[config.mk]
export PLATFORM = sky130hd
export DESIGN_NAME = ccw_engine_flat
export DESIGN_NICKNAME = d
export VERILOG_FILES = /design/src/rtl/channel_pkg.sv /design/src/rtl/ccw_engine_if.sv /design/src/rtl/ccw_watchdog.sv /design/src/rtl/ccw_engine.sv /design/src/flat_wrapper.sv
export SDC_FILE = /design/constraint.sdc
export NUM_CORES = 1
export LEC_CHECK = 0
export CAP_MARGIN = 20
export CORE_ASPECT_RATIO = 0.75
export CORE_MARGIN = 3
export CORE_UTILIZATION = 48
export CTS_BUF_LIST = sky130_fd_sc_hd__clkbuf_16
export DETAILED_ROUTE_END_ITERATION = 8
export PLACE_DENSITY_LB_ADDON = 0.2
export SYNTH_ARGS = -nofsm -noshare
export SYNTH_HDL_FRONTEND = slang
export SYNTH_SLANG_ARGS = --single-unit
[constraint.sdc]
create_clock -name clk -period 5.3 [get_ports clk]
set_input_delay 1.06 -clock clk [delete_from_list [all_inputs] [get_ports clk]]
set_output_delay 1.06 -clock clk [all_outputs]
set_load 0.02 [all_outputs]
[src/rtl/channel_pkg.sv]
// channel_pkg: shared FSM states, status bit and completion flag indices for ccw_engine
package channel_pkg;

    typedef enum logic [2:0] {
        IDLE,
        START,
        INITIAL,
        TRANSFER,
        ENDING,
        DRAIN,
        DONE
    } state_t;

    localparam int STATUS_DE_BIT = 5;
    localparam int FLAG_IL       = 0;
    localparam int FLAG_OVERRUN  = 1;
    localparam int FLAG_TIMEOUT  = 2;
    localparam int CMD_DIR_BIT   = 0;

endpackage

[src/rtl/ccw_engine_if.sv]
// ccw_engine_if: CCW command and completion handshakes between host and ccw_engine
interface ccw_engine_if #(
    parameter int COUNT_WIDTH = 16
);

    logic                   ccw_valid;
    logic                   ccw_ready;
    logic [7:0]             ccw_addr;
    logic [7:0]             ccw_command;
    logic [COUNT_WIDTH-1:0] ccw_count;
    logic                   ccw_sli;
    logic                   done_valid;
    logic                   done_ready;
    logic [7:0]             done_status;
    logic [COUNT_WIDTH-1:0] done_residual;
    logic [2:0]             done_flags;

    modport master (
        output ccw_valid, ccw_addr, ccw_command, ccw_count, ccw_sli, done_ready,
        input  ccw_ready, done_valid, done_status, done_residual, done_flags
    );

    modport slave (
        input  ccw_valid, ccw_addr, ccw_command, ccw_count, ccw_sli, done_ready,
        output ccw_ready, done_valid, done_status, done_residual, done_flags
    );

endinterface

[src/rtl/ccw_watchdog.sv]
// ccw_watchdog: idle-cycle counter that expires after LIMIT cycles without progress
module ccw_watchdog #(
    parameter int LIMIT = 65535
) (
    input  logic clk,
    input  logic reset_n,
    input  logic run,
    input  logic clear,
    output logic expired
);

    localparam int W = $clog2(LIMIT + 1);

    logic [W-1:0] cnt;

    // count idle cycles while running; any progress or leaving the run states restarts it
    always_ff @(posedge clk or negedge reset_n) begin
        if (!reset_n) cnt <= '0;
        else          cnt <= (run && !clear) ? cnt + W'(1) : '0;
    end

    assign expired = run && !clear && (cnt == W'(LIMIT - 1));

endmodule

[src/rtl/ccw_engine.sv]
// ccw_engine: sequences one CCW through the channel block, gating data and collecting status.
// Optional watchdog enabled by defining CCW_ENGINE_TIMEOUT_EN.
module ccw_engine
    import channel_pkg::*;
#(
    parameter int COUNT_WIDTH    = 16,
    parameter int TIMEOUT_CYCLES = 65535
) (
    input  logic       clk,
    input  logic       reset_n,
    ccw_engine_if.slave host,
    output logic [7:0] chan_addr,
    output logic [7:0] chan_command,
    output logic       chan_start,
    output logic       chan_stop,
    input  logic       chan_active,
    input  logic [7:0] chan_status_tdata,
    input  logic       chan_status_tvalid,
    output logic [7:0] chan_send_tdata,
    output logic       chan_send_tvalid,
    input  logic       chan_send_tready,
    input  logic [7:0] chan_recv_tdata,
    input  logic       chan_recv_tvalid,
    output logic       chan_recv_tready,
    input  logic [7:0] host_send_tdata,
    input  logic       host_send_tvalid,
    output logic       host_send_tready,
    output logic [7:0] host_recv_tdata,
    output logic       host_recv_tvalid,
    input  logic       host_recv_tready
);

    if (TIMEOUT_CYCLES < 1) begin : g_bad_timeout
        $error("TIMEOUT_CYCLES must be at least 1");
    end

    state_t                 state, state_next;
    logic [COUNT_WIDTH-1:0] count;
    logic [7:0]             status;
    logic                   sli, overrun;
    logic                   accept, write_dir, open_gate, xfer, busy, beat, de, overrun_req;
    logic                   overrun_any, timeout_hit;

    assign host.ccw_ready = (state == IDLE) && !chan_active;
    assign accept         = host.ccw_valid && host.ccw_ready;
    assign write_dir      = chan_command[CMD_DIR_BIT];
    assign open_gate      = (state == TRANSFER) && (count != '0);

    assign chan_send_tdata  = host_send_tdata;
    assign chan_send_tvalid = host_send_tvalid && open_gate && write_dir;
    assign host_send_tready = chan_send_tready && open_gate && write_dir;
    assign host_recv_tdata  = chan_recv_tdata;
    assign host_recv_tvalid = chan_recv_tvalid && open_gate && !write_dir;
    assign chan_recv_tready = host_recv_tready && open_gate && !write_dir;

    assign xfer        = (chan_send_tvalid && chan_send_tready) || (host_recv_tvalid && host_recv_tready);
    assign busy        = (state == INITIAL) || (state == TRANSFER) || (state == ENDING);
    assign beat        = busy && chan_status_tvalid;
    assign de          = chan_status_tdata[STATUS_DE_BIT];
    assign overrun_req = (state == TRANSFER) && (count == '0) && (write_dir ? chan_send_tready : chan_recv_tvalid);
    assign overrun_any = overrun || overrun_req;

`ifdef CCW_ENGINE_TIMEOUT_EN
    ccw_watchdog #(
        .LIMIT   (TIMEOUT_CYCLES)
    ) u_watchdog (
        .clk     (clk),
        .reset_n (reset_n),
        .run     (busy),
        .clear   (xfer || beat),
        .expired (timeout_hit)
    );
`else
    assign timeout_hit = 1'b0;
`endif

    // state register
    always_ff @(posedge clk or negedge reset_n) begin
        if (!reset_n) state <= IDLE;
        else          state <= state_next;
    end

    // next state; a status beat wins over an overrun in the same cycle, but the stop still fires
    always_comb begin
        state_next = state;
        case (state)
            IDLE:     state_next = accept ? START : IDLE;
            START:    state_next = INITIAL;
            INITIAL:  if (beat) state_next = (chan_status_tdata == 8'h00 && chan_command != 8'h00) ? TRANSFER : DRAIN;
            TRANSFER: if (beat) state_next = de ? DRAIN : ENDING;
                      else if (overrun_req) state_next = ENDING;
            ENDING:   state_next = (beat && de) ? DRAIN : ENDING;
            DRAIN:    state_next = chan_active ? DRAIN : DONE;
            DONE:     state_next = host.done_ready ? IDLE : DONE;
            default:  state_next = IDLE;
        endcase
        if (timeout_hit) state_next = DONE;
    end

    // CCW latches, byte count, status capture, channel pulses and the completion record
    always_ff @(posedge clk or negedge reset_n) begin
        if (!reset_n) begin
            chan_addr          <= '0;
            chan_command       <= '0;
            chan_start         <= 1'b0;
            chan_stop          <= 1'b0;
            count              <= '0;
            status             <= '0;
            sli                <= 1'b0;
            overrun            <= 1'b0;
            host.done_valid    <= 1'b0;
            host.done_status   <= '0;
            host.done_residual <= '0;
            host.done_flags    <= '0;
        end else begin
            chan_start <= accept;
            chan_stop  <= overrun_req;
            if (accept) begin
                chan_addr    <= host.ccw_addr;
                chan_command <= host.ccw_command;
                count        <= host.ccw_count;
                sli          <= host.ccw_sli;
                overrun      <= 1'b0;
                status       <= '0;
            end else if (xfer) begin
                count <= count - COUNT_WIDTH'(1);
            end
            if (beat) status <= chan_status_tdata;
            if (overrun_req) overrun <= 1'b1;
            if (state_next == DONE && state != DONE) begin
                host.done_valid                 <= 1'b1;
                host.done_status                <= status;
                host.done_residual              <= count;
                host.done_flags[FLAG_IL]        <= ((count != '0) || overrun_any) && !sli;
                host.done_flags[FLAG_OVERRUN]   <= overrun_any;
                host.done_flags[FLAG_TIMEOUT]   <= timeout_hit;
            end else if (state == DONE && host.done_ready) begin
                host.done_valid <= 1'b0;
                chan_addr       <= '0;
                chan_command    <= '0;
            end
        end
    end

endmodule
[src/flat_wrapper.sv]
// flat-port wrapper written by rule: the top's interface ports become plain ports
module ccw_engine_flat import channel_pkg::*;
#(
    parameter int COUNT_WIDTH    = 16,
    parameter int TIMEOUT_CYCLES = 65535
)
  (clk, reset_n, chan_addr, chan_command, chan_start, chan_stop, chan_active, chan_status_tdata, chan_status_tvalid, chan_send_tdata, chan_send_tvalid, chan_send_tready, chan_recv_tdata, chan_recv_tvalid, chan_recv_tready, host_send_tdata, host_send_tvalid, host_send_tready, host_recv_tdata, host_recv_tvalid, host_recv_tready, host_ccw_valid, host_ccw_addr, host_ccw_command, host_ccw_count, host_ccw_sli, host_done_ready, host_ccw_ready, host_done_valid, host_done_status, host_done_residual, host_done_flags);
  ccw_engine_if #(.COUNT_WIDTH(COUNT_WIDTH)) host_i ();
  input  logic clk;
  input  logic reset_n;
  output logic [7:0] chan_addr;
  output logic [7:0] chan_command;
  output logic chan_start;
  output logic chan_stop;
  input  logic chan_active;
  input  logic [7:0] chan_status_tdata;
  input  logic chan_status_tvalid;
  output logic [7:0] chan_send_tdata;
  output logic chan_send_tvalid;
  input  logic chan_send_tready;
  input  logic [7:0] chan_recv_tdata;
  input  logic chan_recv_tvalid;
  output logic chan_recv_tready;
  input  logic [7:0] host_send_tdata;
  input  logic host_send_tvalid;
  output logic host_send_tready;
  output logic [7:0] host_recv_tdata;
  output logic host_recv_tvalid;
  input  logic host_recv_tready;
  input wire logic [$bits(host_i.ccw_valid)-1:0] host_ccw_valid;
  input wire logic [$bits(host_i.ccw_addr)-1:0] host_ccw_addr;
  input wire logic [$bits(host_i.ccw_command)-1:0] host_ccw_command;
  input wire logic [$bits(host_i.ccw_count)-1:0] host_ccw_count;
  input wire logic [$bits(host_i.ccw_sli)-1:0] host_ccw_sli;
  input wire logic [$bits(host_i.done_ready)-1:0] host_done_ready;
  output wire logic [$bits(host_i.ccw_ready)-1:0] host_ccw_ready;
  output wire logic [$bits(host_i.done_valid)-1:0] host_done_valid;
  output wire logic [$bits(host_i.done_status)-1:0] host_done_status;
  output wire logic [$bits(host_i.done_residual)-1:0] host_done_residual;
  output wire logic [$bits(host_i.done_flags)-1:0] host_done_flags;
  assign host_i.ccw_valid = host_ccw_valid;
  assign host_i.ccw_addr = host_ccw_addr;
  assign host_i.ccw_command = host_ccw_command;
  assign host_i.ccw_count = host_ccw_count;
  assign host_i.ccw_sli = host_ccw_sli;
  assign host_i.done_ready = host_done_ready;
  assign host_ccw_ready = host_i.ccw_ready;
  assign host_done_valid = host_i.done_valid;
  assign host_done_status = host_i.done_status;
  assign host_done_residual = host_i.done_residual;
  assign host_done_flags = host_i.done_flags;
  ccw_engine #(.COUNT_WIDTH(COUNT_WIDTH), .TIMEOUT_CYCLES(TIMEOUT_CYCLES)) u_core (.clk(clk), .reset_n(reset_n), .host(host_i), .chan_addr(chan_addr), .chan_command(chan_command), .chan_start(chan_start), .chan_stop(chan_stop), .chan_active(chan_active), .chan_status_tdata(chan_status_tdata), .chan_status_tvalid(chan_status_tvalid), .chan_send_tdata(chan_send_tdata), .chan_send_tvalid(chan_send_tvalid), .chan_send_tready(chan_send_tready), .chan_recv_tdata(chan_recv_tdata), .chan_recv_tvalid(chan_recv_tvalid), .chan_recv_tready(chan_recv_tready), .host_send_tdata(host_send_tdata), .host_send_tvalid(host_send_tvalid), .host_send_tready(host_send_tready), .host_recv_tdata(host_recv_tdata), .host_recv_tvalid(host_recv_tvalid), .host_recv_tready(host_recv_tready));
endmodule
After elaboration in Yosys (flattened, before gate mapping)
Cells that the tools add are included.
{"block": "totals", "regBits": 74, "inputBits": 67, "output_inout_bits": 67, "wordCells": 85}
{"block": "op_classes", "addsub": 1, "n_eq_ne": 8, "muxes": 25, "reduce_logical": 38}
{"operator": "$mux 8", "count": 8}
{"operator": "$mux 16", "count": 2}
{"operator": "$logic_and 1x1->1", "count": 21}
{"operator": "$pmux 3 s7", "count": 1}
{"operator": "$logic_not 16->1", "count": 1}
{"operator": "$reduce_bool 16->1", "count": 1}
{"operator": "$sub 16x1->16 const B", "count": 1}
{"operator": "$mux 3", "count": 5}
{"operator": "$eq 3x3->1 const B", "count": 4}
{"operator": "$logic_not 8->1", "count": 1}
{"operator": "$mux 1", "count": 8}
{"operator": "$reduce_bool 2->1", "count": 4}
{"operator": "$reduce_bool 8->1", "count": 1}
{"operator": "$eq 3x2->1 const B", "count": 2}
{"operator": "$logic_or 1x1->1", "count": 5}
{"operator": "$eq 3x1->1 const B", "count": 1}
{"operator": "$logic_not 1->1", "count": 3}
{"operator": "$logic_not 3->1", "count": 1}
{"operator": "$ne 3x3->1 const B", "count": 1}
{"operator": "$mux 2", "count": 1}

Logic depth before layout (Yosys ltp)
Gate-level depths: netlist (run 1).
{"block": "logic_depth", "word_depth": 10, "depth_mapped": 8, "depth_no_buf": 7}

Least setup slack after synthesis (run 1)
OpenSTA, ideal clock, no wires.
{"block": "synth_path", "path_type": "in2out", "start": "input port chan_active", "end": "output port host_ccw_ready", "t_arrival_ns": 1.754, "required_time_ns": 4.240, "path_slack_ns": 2.486, "path_stages": 1, "path_buffers": 0, "path_cell_list": "nor4_1"}
{"block": "synth_between", "elab_chain_len": 2}
{"item": "start, declared", "line_no": "flat_wrapper.sv:15", "source": "input logic chan_active;"}
{"item": "$logic_not 1->1", "line_no": "ccw_engine.sv:44", "source": "assign host.ccw_ready = (state == IDLE) && !chan_active;"}
{"item": "$logic_and 1x1->1", "line_no": "ccw_engine.sv:44"}
{"item": "end, declared", "line_no": "flat_wrapper.sv:36", "source": "output wire logic [$bits(host_i.ccw_ready)-1:0] host_ccw_ready;"}
No other way between the ends.

Final worst setup path (run 1)
{"block": "layout_path", "start": "register u_core.count[0]", "end": "output port host_recv_tvalid"}
{"block": "layout_between", "elab_chain_len": 4}
{"item": "start, declared", "line_no": "ccw_engine.sv:38", "source": "logic [COUNT_WIDTH-1:0] count;"}
{"item": "start signal, assigned", "line_no": "ccw_engine.sv:121", "source": "count <= host.ccw_count;"}
{"item": "start signal, assigned", "line_no": "ccw_engine.sv:126", "source": "count <= count - COUNT_WIDTH'(1);"}
{"item": "$reduce_bool 16->1", "line_no": "ccw_engine.sv:47", "source": "assign open_gate = (state == TRANSFER) && (count != '0);"}
{"item": "$logic_and 1x1->1", "line_no": "ccw_engine.sv:47"}
{"item": "$logic_and 1x1->1 (2 in a row)", "line_no": "ccw_engine.sv:53", "source": "assign host_recv_tvalid = chan_recv_tvalid && open_gate && !write_dir;"}
{"item": "end, declared", "line_no": "flat_wrapper.sv:28", "source": "output logic host_recv_tvalid;"}
No other way between the ends.

==> results by group, run 1 <==
Detailed routing
  • Via count of the routed design: just under 3000
  • Via density: ~5.4
  • 1st-iter DRT viols: around 100
  • Detail-routed net length per standard cell: roughly 16 um
  • Detailed-routing iteration count for the pre-antenna-repair pass: 5
  • Post-route DRC violation count: 0
  • Antenna-violating nets left: 0
  • Post-detailed-routing wire length: between 8000 and 9000 um

Placed design
  • Buffers on Ports: 100
  • Worst slack after detailed placement: about 1.7 ns
  • Final HPWL DP: slightly below 6000 um
  • Final GP Congestion: 0.817

Worst setup path
  • Critical path buffers and inverters: 2
  • Arrival time at the worst endpoint: ~2.7 ns
  • Crit. End Element: primary output
  • Largest delay contributor family on the critical path: simple AND/OR/NAND/NOR gates
  • Crit path max-delay cell type: sky130_fd_sc_hd__clkdlybuf4s50_1
  • Cell breakdown of the critical path: inv_1 > ha_1 > nor4b_1 > nand4_2 > nand2_1 > nor3b_1 > clkdlybuf4s50_1
  • Flop2flop setup slack: between 2 and 3 ns
  • Startpoint of the lowest-slack register-to-register path: u_core.state[2]$_DFF_PN0_
  • Reg2Reg Depth: 4
  • Largest incremental delay on the critical path: approximately 0.54 ns
  • Reg-to-reg critical path endpoint: u_core.host.done_residual[13]$_DFFE_PN0P_
  • Kind of launch point of the worst setup path: flip-flop
  • Maximum fanout encountered on the critical timing path: 10
  • Worst setup path class: flip-flop to primary output
  • Worst EP required: between 4 and 5 ns

Clock tree
  • Library cell used as clock root buffer: sky130_fd_sc_hd__clkbuf_16
  • Max H-tree Level: 3
  • Number of buffers inserted by post-CTS setup repair: 0
  • Clock Path Buffers: 2
  • Clock latency of the later-clocked register in the worst-skew pair: between 0.3 and 0.4 ns
  • Clock buffer count from CTS: 9
  • Clock sink total: 74
  • Post-cts resize count: 0
  • # hold bufs at CTS: 0
  • CTS tree: yes
  • Clock Pin Slew Worst Setup and Hold Paths: roughly 0.060 ns

STA
  • Worst setup slack after layout: 1.52 ns
  • Total count of hold-check failures in the final report: 0
  • Worst setup skew after layout: 0.00681 ns
  • Transition time of the tightest slew-check pin: approximately 1.0 ns
  • Endpoints failing setup: 0
  • Rel. slew slack: between 30% and 40%
  • Setup repair after global routing missed its margin: false
  • Clock period minus worst slack: around 3.8 ns
  • Achievable frequency: 0.265 GHz
  • Final number of max-transition violations: 0
  • TNS Setup: 0 ns
  • Ratio of final minimum period to clock period: 71.3%

Layout
  • Inserted Diodes: 0
  • Highest-count cells in the layout ignoring fill and taps: sky130_fd_sc_hd__clkdlybuf4s50_1 (99), sky130_fd_sc_hd__dfrtp_1 (74), sky130_fd_sc_hd__nand2_1 (60)
  • Fraction of final layout cells with drive strength greater than 1: roughly an eighth
  • Net total in the final layout: 500
  • Area growth, synth to finish: 34.6%
  • Leading cell type in the layout, fill and taps excluded: sky130_fd_sc_hd__clkdlybuf4s50_1

Status
  • Run status: completed

GRT
  • Pin count of the biggest net entering global routing: 75
  • Vias in the first global route: approximately 2800
  • Antenna violations before repair: 0
  • First-pass GRT wire length: between 10000 and 15000 um
  • Remaining global-route overflow: 0
  • Overall global routing resource usage: 21.0%

Floorplanning
  • Standard-cell rows: 26
  • DIE HEIGHT: ~80 um
  • Num ports: ~130
  • Die footprint: between 0.008 and 0.009 mm2
  • Horizontal die dimension: 105 um
  • Area of the core: approximately 0.007 mm2
  • Effective utilization at floorplan: 50.7%

Synth
  • Total standard cell area after synthesis: 0.00353 mm2
  • Number of flops mapped to enable cells by yosys: 0
  • Async S/R FF share, synth: 100%
  • Top FF cell, synth: sky130_fd_sc_hd__dfrtp_1
  • Average cell area after synthesis: 10.0 um2
  • Library cells used by synthesis: 48
  • Post-Syn Nets: 420
  • Portion of the post-synthesis area used by sequential elements: between 50% and 60%
  • #FFs+latches synth: 74
  • Post-synthesis cell count: approximately 350
  • Number of warnings printed during yosys synthesis: 0

Pwr
  • Power Dens Cells: about 560 mW/mm2
  • Total leakage power: just under 0.002 uW
  • VDD IR max: between 0.0002 and 0.00025 V

Run
  • Max Cap Violations: 0

Min path
  • Endpoint with the worst hold slack: u_core.host.done_flags[0]$_DFFE_PN0P_
  • Number of instances on the worst hold path: 1
  • Type of the most critical hold path: flip-flop to flip-flop
  • Origin of the worst min-delay path: u_core.sli$_DFFE_PN0P_
[worst reg2reg max path, cell delays in order (launching register included)]
cell                      delay [ns]
sky130_fd_sc_hd__dfrtp_1        0.54
sky130_fd_sc_hd__nor2b_1        0.30
sky130_fd_sc_hd__and3b_1        0.84
sky130_fd_sc_hd__buf_4          0.34
sky130_fd_sc_hd__mux2_2         0.35
[worst max path at each step]
stage	depth (start not counted)	slack (ns)	end	from
floorplan	1	2.49	host_ccw_ready	chan_active
global placement	3	1.78	host_ccw_ready	chan_active
detailed placement	3	1.68	host_ccw_ready	chan_active
CTS	7	1.51	host_recv_tvalid	u_core.count[0]$_DFFE_PN0P_
global route	7	1.23	chan_recv_tready	u_core.count[0]$_DFFE_PN0P_
finish	7	1.52	host_recv_tvalid	u_core.count[0]$_DFFE_PN0P_
[cell usage after synthesis, types with 6 or more instances]
cell type	number	area, um2
sky130_fd_sc_hd__dfrtp_1	74	1850
sky130_fd_sc_hd__nand2_1	60	225
sky130_fd_sc_hd__mux2_2	24	270
sky130_fd_sc_hd__a21oi_1	21	105
sky130_fd_sc_hd__o21ai_0	19	95.1
sky130_fd_sc_hd__buf_4	17	128
sky130_fd_sc_hd__nand3_1	17	85.1
sky130_fd_sc_hd__nor2_1	16	60.1
sky130_fd_sc_hd__inv_1	12	45.0
sky130_fd_sc_hd__buf_2	7	35.0
sky130_fd_sc_hd__clkbuf_1	7	26.3
sky130_fd_sc_hd__nor3b_1	6	45.0
sky130_fd_sc_hd__xor2_1	6	52.6
[metal layers]
metal,track usage (%),vias to the layer above,wire (um)
met4,6.16,0,76
met3,7.15,9,648
met2,31.8,108,3770
met5,0,-,0
met1,28.7,1398,3850
li1,-,1374,-
[power breakdown]
| group | leakage (uW) | switching [uW] | internal (uW) |
|---|---|---|---|
| Sequential | 0.000932 | 218 | 810 |
| Clock | 0.000133 | 233 | 315 |
| Combinational | 0.000889 | 524 | 537 |
[kinds of logic (layout without fill, tap and decap cells)]
group | count (synthesis) | count (layout) | share of synthesized area [%]
adders and majority gates | 1 | 1 | 0.354
and+or+nand+nor | 137 | 137 | 20.1
DFF | 74 | 74 | 52.5
buffers and inverters | 46 | 131 | 6.95
AOI/OAI and AO/OA | 59 | 59 | 9.85
other | 1 | 1 | 0.106
xor gates and xnor gates | 8 | 8 | 1.99
muxes | 26 | 26 | 8.22
[cell type report]
cell class                      count  area (um2)
Inverter                           12        45.0
Clock inverter                      7        46.3
Clock buffer                        9         225
Fill cell                         568        2210
Multi-Input combinational cell    232        1440
Tap cell                           98         123
Timing Repair Buffer              103        1020
Sequential cell                    74        1850
[through the flow]
| stage | util [%] | hold slack [ns] | power [uW] | instances | cell area [um2] |
|---|---|---|---|---|---|
| 2_1_floorplan | - | 0.423 | 1640 | 352 | 3530 |
| 3_3_place_gp | 64.3 | 0.429 | 2070 | 519 | 4480 |
| 3_5_place_dp | 64.3 | 0.448 | 2100 | 519 | 4480 |
| 4_1_cts | 68.2 | 0.450 | 2660 | 535 | 4750 |
| 5_1_grt | 68.2 | 0.485 | 2810 | 535 | 4750 |
| 6_report | 68.2 | 0.452 | 2640 | 535 | 4750 |
[flip-flops by register name, summed over array words and instances (netlist names)]
signal	cells
u_core.overrun	1
u_core.count	16
u_core.chan_stop	1
u_core.chan_addr	8
u_core.state	3
u_core.host.done_residual	16
u_core.status	8
u_core.host.done_status	8
u_core.sli	1
u_core.chan_start	1
u_core.host.done_flags	2
u_core.host.done_valid	1
u_core.chan_command	8
Power figures use the tool's default switching activity.
==> run 2, diff against run 1 <==
CORE_UTILIZATION = 44   (was 48)
clock period = 3.9 ns   (was 5.3 ns; I/O delays follow)
==> results by group, run 2 (synthesis results as in run 1) <==
Placed design
  • Total placed instance area: 0.00449 mm2 (+0.25%)
  • Worst slack after detailed placement: 0.769 ns (-0.908 ns)
  • Buffers on Ports: 100 (unchanged)
  • Final GP Congestion: 0.823 (+0.66%)
  • Final HPWL DP: 5940 um (+2.7%)

STA
  • Worst setup slack after layout: 0.379 ns (-1.14 ns)
  • Worst setup skew after layout: 0.00704 ns (+0.000236 ns)
  • Rel. slew slack: 35.6% (+3.2 points)
  • Setup repair after global routing missed its margin: false
  • Final number of max-transition violations: 0 (unchanged)
  • TNS Setup: 0 ns (unchanged)
  • Achievable frequency: between 0.2 and 0.3 GHz
  • Ratio of final minimum period to clock period: 90.3%
  • Endpoints failing setup: 0 (unchanged)
  • Clock period minus worst slack: 3.52 ns
  • Total count of hold-check failures in the final report: 0 (unchanged)
  • Transition time of the tightest slew-check pin: 0.959 ns (-0.0495 ns)

Layout
  • Highest-count cells in the layout ignoring fill and taps: sky130_fd_sc_hd__clkdlybuf4s50_1 (99), sky130_fd_sc_hd__dfrtp_1 (74), sky130_fd_sc_hd__nand2_1 (60)
  • Leading cell type in the layout, fill and taps excluded: sky130_fd_sc_hd__clkdlybuf4s50_1
  • Inserted Diodes: 0 (unchanged)
  • Largest registers ranked by flip-flop count: u_core.count (16), u_core.host.done_residual (16)
  • Area of combinational cells with multiple inputs: 0.00144 mm2 (unchanged)
  • Footprint of the flip-flops and latches: 0.00185 mm2 (unchanged)
  • Net total in the final layout: 502 (+0.40%)
  • Total of fill cells in the finished design: 644 (+13%)
  • Fraction of final layout cells with drive strength greater than 1: 12.3% (-0.056 points)
  • Area growth, synth to finish: 37.6%
  • Cell area after layout: 0.00486 mm2 (+2.3%)

Floorplanning
  • Effective utilization at floorplan: 46.6% (-4.1 points)
  • DIE HEIGHT: 83.6 um (+4.1%)
  • Horizontal die dimension: 109 um (+4.2%)
  • Area of the core: 0.00757 mm2 (+8.7%)
  • Standard-cell rows: 27 (+3.8%)
  • Die footprint: 0.00914 mm2 (+8.5%)
  • Num ports: 134 (unchanged)

Detailed routing
  • Via density: 5.26 (-2.7%)
  • Detailed-routing iteration count for the pre-antenna-repair pass: 4 (-1)
  • Post-detailed-routing wire length: 8510 um (+2.1%)
  • Post-route DRC violation count: 0 (unchanged)
  • Via count of the routed design: 2838 (-1.8%)
  • Antenna-violating nets left: 0 (unchanged)
  • 1st-iter DRT viols: 117 (+15%)
  • Detail-routed net length per standard cell: 15.8 um (+1.1%)

Pwr
  • Clock network fraction of design power: 25.7% (+4.9 points)
  • Part of the total power dissipated in combinational logic: 37.9% (-2.3 points)
  • Share of total power consumed by net switching: 34.4% (-2.6 points)
  • Internal power component: 2520 uW (+51%)
  • Share of total power in sequential cells: 36.4% (-2.6 points)
  • Power Dens Cells: 790 mW/mm2 (+42%)
  • VDD IR max: 0.000340 V (+41%)
  • Net switching power: 1320 uW (+35%)
  • Total leakage power: 0.00200 uW (+2.6%)

GRT
  • Antenna violations before repair: 0 (unchanged)
  • Remaining global-route overflow: 0 (unchanged)
  • Overall global routing resource usage: 19.4% (-1.6 points)
  • Pin count of the biggest net entering global routing: 75 (unchanged)
  • Vias in the first global route: 2851 (+0.18%)
  • First-pass GRT wire length: 13900 um (-0.74%)

Worst setup path
  • Arrival time at the worst endpoint: 2.74 ns (+0.02 ns)
  • Worst EP required: 3.12 ns (-1.12 ns)
  • Maximum fanout encountered on the critical timing path: 10 (unchanged)
  • Startpoint of the lowest-slack register-to-register path: u_core.count[0]$_DFFE_PN0P_
  • Worst setup path class: flip-flop to primary output
  • Launch point of the critical path: u_core.count[0]$_DFFE_PN0P_
  • Kind of launch point of the worst setup path: flip-flop
  • Crit. End Element: primary output

Status
  • Run status: completed

Clock tree
  • Number of buffers inserted by post-CTS setup repair: 0 (unchanged)
  • Post-cts resize count: 0 (unchanged)
  • Clock Path Buffers: 2 (unchanged)
  • Library cell used as clock root buffer: sky130_fd_sc_hd__clkbuf_16
  • Max H-tree Level: 3 (unchanged)
  • Clock sink total: 74 (unchanged)
  • Clock buffer count from CTS: 9 (unchanged)
  • # hold bufs at CTS: 0 (unchanged)
  • Clock latency of the later-clocked register in the worst-skew pair: 0.33 ns (about the same)
  • CTS tree: yes
  • Clock Pin Slew Worst Setup and Hold Paths: 0.05 ns (about the same)

Min path
  • Origin of the worst min-delay path: u_core.sli$_DFFE_PN0P_
  • Type of the most critical hold path: flip-flop to flip-flop

Run
  • Max Cap Violations: 0 (unchanged)
[run 2: cell types whose count changed in the layout (fill, tap and decap cells not counted)]
cell,before,now
sky130_fd_sc_hd__clkinvlp_4,2,0
sky130_fd_sc_hd__bufinv_16,0,4
sky130_fd_sc_hd__buf_4,4,5
sky130_fd_sc_hd__clkinv_4,1,0
sky130_fd_sc_hd__buf_6,0,1
sky130_fd_sc_hd__inv_1,13,12
sky130_fd_sc_hd__clkinv_2,2,0
sky130_fd_sc_hd__clkinv_1,0,3
sky130_fd_sc_hd__inv_6,1,0
[run 2: power by group through the flow]
stage | logic, uW | clock network [uW] | registers (uW)
after floorplan | 681 | 0 | 1550
after global placement | 1430 | 0 | 1390
after detailed placement | 1460 | 0 | 1410
after CTS | 1470 | 1000 | 1400
after global routing | 1590 | 1040 | 1450
final | 1460 | 985 | 1400
[run 2: worst paths after layout]
path / to / slack, ns / cells after the start
setup reg to reg: u_core.count[12]$_DFFE_PN0P_ / 1.67 / 7
max in group asynchronous: u_core.chan_addr[0]$_DFF_PN0_ / 2.71 / 1
hold / removal: u_core.host.done_flags[0]$_DFFE_PN0P_ / 0.44 / 1
min in group asynchronous: u_core.host.done_status[7]$_DFFE_PN0P_ / 0.59 / 1
hold reg to reg: u_core.host.done_flags[0]$_DFFE_PN0P_ / 0.44 / 1
setup / recovery: chan_recv_tready / 0.38 / 7
[run 2: worst max-delay path, stage by stage (launching register included)]
cell and delay, ns:
sky130_fd_sc_hd__dfrtp_1 0.42, sky130_fd_sc_hd__inv_1 0.07, sky130_fd_sc_hd__ha_1 0.19, sky130_fd_sc_hd__nor4b_1 0.47
sky130_fd_sc_hd__nand4_2 0.35, sky130_fd_sc_hd__nand2_1 0.28, sky130_fd_sc_hd__nor3b_1 0.08, sky130_fd_sc_hd__clkdlybuf4s50_1 0.55
[run 2: final cells by class]
| type | instances | area share, % |
|---|---|---|
| sequential | 74 | 38.1 |
| clock buffer | 9 | 4.64 |
| multi-input combinational | 232 | 29.6 |
| inverter | 12 | 0.927 |
| clock inverter | 7 | 2.70 |
| timing repair buffer | 105 | 21.4 |
| tap | 101 | 2.60 |
[run 2: metrics by stage]
| step | utilization, % | hold WS (ns) | instances | total power (uW) |
|---|---|---|---|---|
| 3_5_place_dp | 59.3 | 0.443 | 523 | 2870 |
| 5_1_grt | 64.2 | 0.466 | 540 | 4080 |
| 4_1_cts | 64.0 | 0.450 | 539 | 3870 |
| 6_report | 64.2 | 0.443 | 540 | 3840 |
| 2_1_floorplan | - | 0.423 | 352 | 2230 |
| 3_3_place_gp | 59.3 | 0.432 | 523 | 2820 |
[run 2: layer usage]
metal	track usage, %	share of wire [%]	vias to the layer above
met3	7.58	8.6	4
met1	27.7	48	1368
li1	-	-	1372
met5	0	0	-
met4	4.19	0.46	0
met2	27.6	43	94
